<file path="src/rtl/mips_pkg.sv">
// Shared types for the MIPS multiply/divide unit: operation codes and FSM states.
package mips_pkg;

  typedef enum logic [2:0] {
    NOP   = 3'd0,
    MULT  = 3'd1,
    MULTU = 3'd2,
    DIV   = 3'd3,
    DIVU  = 3'd4,
    MTHI  = 3'd5,
    MTLO  = 3'd6
  } muldiv_op_t;

  typedef enum logic [1:0] {
    IDLE = 2'd0,
    RUN  = 2'd1,
    SIGN = 2'd2
  } muldiv_state_t;

endpackage

</file>
<file path="src/rtl/mips_muldiv_if.sv">
// Request/result bundle between the execute-stage control and the mul/div unit.
interface mips_muldiv_if
  import mips_pkg::*;
#(
  parameter int WIDTH = 32
);
  logic             start;
  muldiv_op_t       op;
  logic [WIDTH-1:0] src1;
  logic [WIDTH-1:0] src2;
  logic             flush;
  logic             busy;
  logic             done;
  logic [WIDTH-1:0] hi;
  logic [WIDTH-1:0] lo;

  modport master (output start, op, src1, src2, flush, input busy, done, hi, lo);
  modport slave  (input start, op, src1, src2, flush, output busy, done, hi, lo);
endinterface

</file>
<file path="src/rtl/muldiv_sign_fix.sv">
// Conditional two's-complement negate; gives |a| when neg is the sign bit of a.
module muldiv_sign_fix #(
  parameter int W = 32
) (
  input  logic [W-1:0] a,
  input  logic         neg,
  output logic [W-1:0] y
);
  assign y = neg ? (~a + W'(1)) : a;
endmodule

</file>
<file path="src/rtl/mips_muldiv.sv">
// Iterative MULT/MULTU/DIV/DIVU unit with HI/LO registers: one result bit per cycle,
// followed by a single sign-correction cycle.
module mips_muldiv
  import mips_pkg::*;
#(
  parameter int WIDTH = 32
) (
  input  logic         clk,
  input  logic         rst_n,
  mips_muldiv_if.slave bus
);
  localparam int CNT_W = $clog2(WIDTH + 1);

  muldiv_state_t      state_reg;
  logic [CNT_W-1:0]   cnt_reg;
  logic               busy_reg, done_reg;
  logic [WIDTH-1:0]   hi_reg, lo_reg;
  logic [WIDTH-1:0]   mcand_reg;   // multiplicand or divisor magnitude
  logic [2*WIDTH-1:0] acc_reg;     // product accumulator; low half holds quotient when dividing
  logic [WIDTH-1:0]   rem_reg;
  logic               is_div_reg, divz_reg, neg_lo_reg, neg_hi_reg;

  // Operand magnitudes, taken combinationally from the request so they latch at start.
  logic                  is_signed, load_div;
  logic [1:0][WIDTH-1:0] src_raw, src_mag;
  logic [1:0]            src_neg;

  assign is_signed = (bus.op == MULT) || (bus.op == DIV);
  assign load_div  = (bus.op == DIV)  || (bus.op == DIVU);
  assign src_raw   = {bus.src2, bus.src1};

  genvar gi;
  generate
    for (gi = 0; gi < 2; gi++) begin : g_abs
      assign src_neg[gi] = is_signed & src_raw[gi][WIDTH-1];
      muldiv_sign_fix #(.W(WIDTH)) u_abs (
        .a(src_raw[gi]), .neg(src_neg[gi]), .y(src_mag[gi])
      );
    end
  endgenerate

  // Shift-add step: conditionally add the multiplicand into the upper half, then shift right.
  logic [WIDTH:0]     mul_sum;
  logic [2*WIDTH-1:0] mul_next;
  assign mul_sum  = {1'b0, acc_reg[2*WIDTH-1:WIDTH]} + (acc_reg[0] ? {1'b0, mcand_reg} : '0);
  assign mul_next = {mul_sum, acc_reg[WIDTH-1:1]};

  // Restoring step on a WIDTH+1-bit partial remainder; the stored remainder always fits WIDTH bits.
  logic [WIDTH:0]   div_shift, div_trial;
  logic             div_ok;
  logic [WIDTH-1:0] rem_next, quo_next;
  assign div_shift = {rem_reg, acc_reg[WIDTH-1]};
  assign div_trial = div_shift - {1'b0, mcand_reg};
  assign div_ok    = ~div_trial[WIDTH];
  assign rem_next  = div_ok ? div_trial[WIDTH-1:0] : div_shift[WIDTH-1:0];
  assign quo_next  = {acc_reg[WIDTH-2:0], div_ok};

  logic [2*WIDTH-1:0] prod_fixed;
  logic [WIDTH-1:0]   quo_fixed, rem_fixed;

  muldiv_sign_fix #(.W(2*WIDTH)) u_prod_fix (.a(acc_reg), .neg(neg_lo_reg), .y(prod_fixed));
  muldiv_sign_fix #(.W(WIDTH)) u_quo_fix (.a(acc_reg[WIDTH-1:0]), .neg(neg_lo_reg), .y(quo_fixed));
  muldiv_sign_fix #(.W(WIDTH)) u_rem_fix (.a(rem_reg), .neg(neg_hi_reg), .y(rem_fixed));

  always_ff @(posedge clk) begin
    if (!rst_n) begin
      state_reg  <= IDLE;
      cnt_reg    <= '0;
      busy_reg   <= 1'b0;
      done_reg   <= 1'b0;
      hi_reg     <= '0;
      lo_reg     <= '0;
      mcand_reg  <= '0;
      acc_reg    <= '0;
      rem_reg    <= '0;
      is_div_reg <= 1'b0;
      divz_reg   <= 1'b0;
      neg_lo_reg <= 1'b0;
      neg_hi_reg <= 1'b0;
    end else begin
      done_reg <= 1'b0;
      case (state_reg)
        IDLE: begin
          if (bus.start && !bus.flush) begin
            case (bus.op)
              MTHI: hi_reg <= bus.src1;
              MTLO: lo_reg <= bus.src1;
              MULT, MULTU, DIV, DIVU: begin
                mcand_reg  <= load_div ? src_mag[1] : src_mag[0];
                acc_reg    <= {{WIDTH{1'b0}}, (load_div ? src_mag[0] : src_mag[1])};
                rem_reg    <= '0;
                is_div_reg <= load_div;
                divz_reg   <= (bus.src2 == '0);
                neg_lo_reg <= src_neg[0] ^ src_neg[1];
                neg_hi_reg <= src_neg[0];
                cnt_reg    <= '0;
                busy_reg   <= 1'b1;
                state_reg  <= RUN;
              end
              default: ;
            endcase
          end
        end
        RUN: begin
          if (bus.flush) begin
            busy_reg  <= 1'b0;
            state_reg <= IDLE;
          end else begin
            if (is_div_reg) begin
              rem_reg             <= rem_next;
              acc_reg[WIDTH-1:0]  <= quo_next;
            end else begin
              acc_reg <= mul_next;
            end
            cnt_reg <= cnt_reg + CNT_W'(1);
            if (cnt_reg == CNT_W'(WIDTH - 1)) state_reg <= SIGN;
          end
        end
        SIGN: begin
          busy_reg  <= 1'b0;
          state_reg <= IDLE;
          if (!bus.flush) begin
            done_reg <= 1'b1;
            if (is_div_reg) begin
              lo_reg <= divz_reg ? '1 : quo_fixed;
              hi_reg <= rem_fixed;
            end else begin
              {hi_reg, lo_reg} <= prod_fixed;
            end
          end
        end
        default: begin
          busy_reg  <= 1'b0;
          state_reg <= IDLE;
        end
      endcase
    end
  end

  assign bus.busy = busy_reg;
  assign bus.done = done_reg;
  assign bus.hi   = hi_reg;
  assign bus.lo   = lo_reg;
endmodule
</file>
<file path="src/flat_wrapper.sv">
// flat-port wrapper written by rule: the top's interface ports become plain ports
module mips_muldiv_flat import mips_pkg::*;
#(
  parameter int WIDTH = 32
)
  (clk, rst_n, bus_start, bus_op, bus_src1, bus_src2, bus_flush, bus_busy, bus_done, bus_hi, bus_lo);
  mips_muldiv_if #(.WIDTH(WIDTH)) bus_i ();
  input  logic clk;
  input  logic rst_n;
  input wire logic [$bits(bus_i.start)-1:0] bus_start;
  input wire logic [$bits(bus_i.op)-1:0] bus_op;
  input wire logic [$bits(bus_i.src1)-1:0] bus_src1;
  input wire logic [$bits(bus_i.src2)-1:0] bus_src2;
  input wire logic [$bits(bus_i.flush)-1:0] bus_flush;
  output wire logic [$bits(bus_i.busy)-1:0] bus_busy;
  output wire logic [$bits(bus_i.done)-1:0] bus_done;
  output wire logic [$bits(bus_i.hi)-1:0] bus_hi;
  output wire logic [$bits(bus_i.lo)-1:0] bus_lo;
  assign bus_i.start = bus_start;
  assign bus_i.op = bus_op;
  assign bus_i.src1 = bus_src1;
  assign bus_i.src2 = bus_src2;
  assign bus_i.flush = bus_flush;
  assign bus_busy = bus_i.busy;
  assign bus_done = bus_i.done;
  assign bus_hi = bus_i.hi;
  assign bus_lo = bus_i.lo;
  mips_muldiv #(.WIDTH(WIDTH)) u_core (.clk(clk), .rst_n(rst_n), .bus(bus_i));
endmodule
</file>
<file path="config.mk">
export PLATFORM = sky130hd
export DESIGN_NAME = mips_muldiv_flat
export DESIGN_NICKNAME = d
export VERILOG_FILES = /design/src/rtl/mips_pkg.sv /design/src/rtl/mips_muldiv_if.sv /design/src/rtl/muldiv_sign_fix.sv /design/src/rtl/mips_muldiv.sv /design/src/flat_wrapper.sv
export SDC_FILE = /design/constraint.sdc
export NUM_CORES = 1
export LEC_CHECK = 0
export CAP_MARGIN = 5
export CORE_ASPECT_RATIO = 1.5
export CORE_MARGIN = 2
export CORE_UTILIZATION = 40
export CTS_CLUSTER_SIZE = 25
export DETAILED_ROUTE_END_ITERATION = 10
export HOLD_SLACK_MARGIN = 0.15
export SLEW_MARGIN = 40
export SYNTH_ARGS = -nofsm -noshare
export SYNTH_HDL_FRONTEND = slang
export SYNTH_SLANG_ARGS = --single-unit
</file>
<file path="constraint.sdc">
create_clock -name clk -period 3.48 [get_ports clk]
set_clock_uncertainty 0.1 [all_clocks]
set_input_delay 0.522 -clock clk [delete_from_list [all_inputs] [get_ports clk]]
set_output_delay 0.522 -clock clk [all_outputs]
set_load 0.05 [all_outputs]
</file>
==> flow_summary.yaml <==
outcome:
  status: "completed"
grt:
  grt_max_degree: 57
  grt_pass1_vias: 17280
  grt_usage_pct: 32.41
  grt-ovfl-total: 0
  grt_pass1_wl_mm: 103.1
  antenna_found_initial: 1
cts:
  htreeDepth: 1
  cts-root-buf: "clkbuf_16"
  cts_tree: "built"
  cts_buffers: 23
  clock_path_buffers: 3
  worstSkewPairLatency_ns: 0.55
  clock-sinks: 206
  clkSlewWorstSetupHoldPaths_ns: 0.06
synthesis:
  synth_fa_ha_area_share_pct: 5.604
  async_flop_share_pct: 0
  ys_seq_area_share_pct: 25.58
  synth_cell_type_count: 74
  synth_compound_area_share_pct: 29.78
  syn_area_per_cell_um2: 7.554
  synthXorXnorAreaFrac_pct: 10.76
  synth_top_family_by_area: "compound AO/OA/AOI/OAI gates"
  synth.area.top_cells: "dfxtp_1, nand2_1, xnor2_1"
  synth_edf_count: 0
  yosys-mux-area-fraction_pct: 3.540
  syn_nets: 2276
  synthFlopType: "dfxtp_1"
  ys_ff_latch: 206
  yosys.area_share.simple_pct: 19.66
  yosys.area.top_type: "dfxtp_1"
  syn_inst: 2134
  synth_top_area_share_pct: 25.58
  synth_area_um2: 16120
  yosys_warnings: 0
routing:
  viasPerCell: 6.036
  vias: 17630
  drc: 0
  dr.pass1.iters: 6
  drt_iter0_markers: 1421
  wl_per_cell_um: 23.84
  ant_nets: 0
  drt-total-wl_mm: 69.64
layout:
  largest_reg_flops: 64
  drive_gt1_share_pct: 15.00
  final_common_cell: "nand2_1"
  area_growth_pct: 27.05
  layout_common_cells: "nand2_1, buf_4, dfxtp_1"
  utilization_pct: 51.23
  finalNonFillerCells: 2921
  multi_input_area_um2: 11410
  nets: 2539
  register_area_um2: 4133
  n_fill_cell: 3837
sta:
  whs_ns: 0.3603
  fmax_mhz: 292.0
  worst_slew_pin_slew_ns: 0.8366
  min_period_ns: 3.425
  setup_slack_ns: 0.05508
  rsz0062_at_grt: "true"
  final_hold_viol_count: 0
  setup_viol: 0
  relSlewSlack_pct: 43.75
  final_max_slew_viol_count: 0
  tns_ns: 0
  post-route-period-util_pct: 98.42
setup_path:
  crit_start: "u_core.acc_reg[35]$_SDFFE_PN0P_"
  critPathLaunchType: "register"
  cp_max_fo: 9
  worstPathArrival_ns: 3.75
  rrSetupSlack_ns: 0.06
  r2r_cells: 8
  critPathRequiredTime_ns: 3.81
  endpoint: "u_core.bus.hi[31]$_SDFFE_PN0P_"
  r2r-start: "u_core.acc_reg[35]$_SDFFE_PN0P_"
  cp-end-kind: "register"
  reg2reg_to: "u_core.bus.hi[31]$_SDFFE_PN0P_"
  crit_type: "reg -> reg"
floorplanning:
  start_util_pct: 40.32
  rows: 90
  die_h_um: 249.9
  core_area_um2: 39980
  die_area_um2: 41950
  die_w_um: 167.9
  io-pin-count: 137
hold_path:
  worstHoldStart: "u_core.bus.hi[16]$_SDFFE_PN0P_"
  hold_class: "reg -> reg"
power_and_ir_drop:
  ir_worst_vdd_v: 0.0003666
  p_comb_share_pct: 27.1
  powerDensity_nw_per_um2: 335.2
  p_sw_mw: 2.257
  power.leakage_nw: 8.337
  clkPwrFrac_pct: 36.5
  switching_share_pct: 32.88
  p_int_mw: 4.608
  p_seq_share_pct: 36.4
placement:
  place_ws_ns: -0.02271
  dp_cells: 2873
  port_buffers: 136
  hpwl_mm: 54.80
  gp_congestion: 0.9988
job:
  maxCapViolations: 0
-- critical path, stage by stage, from the launching register on --
cell      delay [ns]
dfxtp_2         0.32
or4_4           0.56
or3_4           0.38
or4_4           0.43
or4_4           0.53
or2_4           0.32
or3_1           0.36
o311ai_2        0.23
nand2_1         0.07
-- area by class of cell --
class | count | area share, %
multi-input cells | 1714 | 55.74
flip-flops and latches | 206 | 20.18
repair buffers | 384 | 16.09
well taps | 506 | 3.091
clock buffers | 28 | 3.000
inverters | 68 | 1.246
clock inverters | 14 | 0.6415
diodes | 1 | 0.01222
-- metrics by stage --
stage,cell area [µm²],total power [mW]
after global routing,20480,7.098
after CTS,20270,6.814
final,20480,6.865
after floorplan,16120,3.524
after global placement,19510,4.318
after detailed placement,19510,4.331
-- repair_timing --
| action | in CTS | in global routing |
|---|---|---|
| setup buffers | 0 | 5 |
| setup endpoints to repair | 5 | 52 |
| pin swaps | 0 | 11 |
| resized for setup | 5 | 37 |
| hold buffers | 0 | 0 |
-- power groups by stage --
| stage | Sequential [mW] | Clock [mW] | Combinational (mW) |
|---|---|---|---|
| floorplan | 2.55 | 0 | 0.974 |
| global placement | 2.54 | 0 | 1.77 |
| detailed placement | 2.54 | 0 | 1.79 |
| CTS | 2.49 | 2.52 | 1.80 |
| global route | 2.50 | 2.62 | 1.98 |
| finish | 2.50 | 2.51 | 1.86 |
-- metal layers --
| metal | vias up | share of wire, % | GRT usage [%] |
|---|---|---|---|
| li1 | 8305 | - | - |
| met1 | 8454 | 34 | 31.72 |
| met2 | 615 | 51 | 58.63 |
| met3 | 257 | 4.9 | 4.393 |
| met4 | 0 | 11 | 29.69 |
| met5 | - | 0 | 0 |
-- kinds of logic (layout without fill, tap and decap cells) --
kind of cell / count (synthesis) / count (layout)
XOR/XNOR: 198 / 198
other: 0 / 1
AO/OA/AOI/OAI: 713 / 713
multiplexers: 56 / 56
flip-flops: 206 / 206
buffers and inverters: 214 / 494
AND/OR/NAND/NOR: 676 / 676
adder cells (fa/ha/maj): 71 / 71
-- how the worst min path moves through the flow --
stage	to	slack, ns	cells after the start
after global routing	u_core.acc_reg[27]$_SDFFE_PN0P_	0.38	2
after CTS	u_core.acc_reg[25]$_SDFFE_PN0P_	0.36	3
final	u_core.bus.hi[16]$_SDFFE_PN0P_	0.36	1
after global placement	u_core.bus.hi[22]$_SDFFE_PN0P_	0.34	1
after floorplan	u_core.mcand_reg[24]$_SDFFE_PN0P_	0.34	2
after detailed placement	u_core.bus.hi[16]$_SDFFE_PN0P_	0.34	1
-- cells in the mapped netlist, drive strengths merged (17+ instances only) --
| cell type | instances |
|---|---|
| nor2b | 31 |
| o41ai | 20 |
| a22oi | 17 |
| xor2 | 78 |
| dfxtp | 206 |
| o211ai | 56 |
| nand3 | 51 |
| o21ai | 155 |
| a21boi | 60 |
| ha | 69 |
| buf | 18 |
| o31ai | 42 |
| nor3 | 41 |
| nand2b | 18 |
| a21o | 44 |
| nand4 | 18 |
| or3 | 25 |
| nor2 | 128 |
| a21oi | 142 |
| o211a | 17 |
| o221ai | 41 |
| nand2 | 287 |
| nor4 | 22 |
| mux2i | 48 |
| clkbuf | 128 |
| or4 | 19 |
| inv | 68 |
| xnor2 | 120 |
| o21a | 17 |
| a31oi | 22 |
Power figures use the tool's default switching activity.
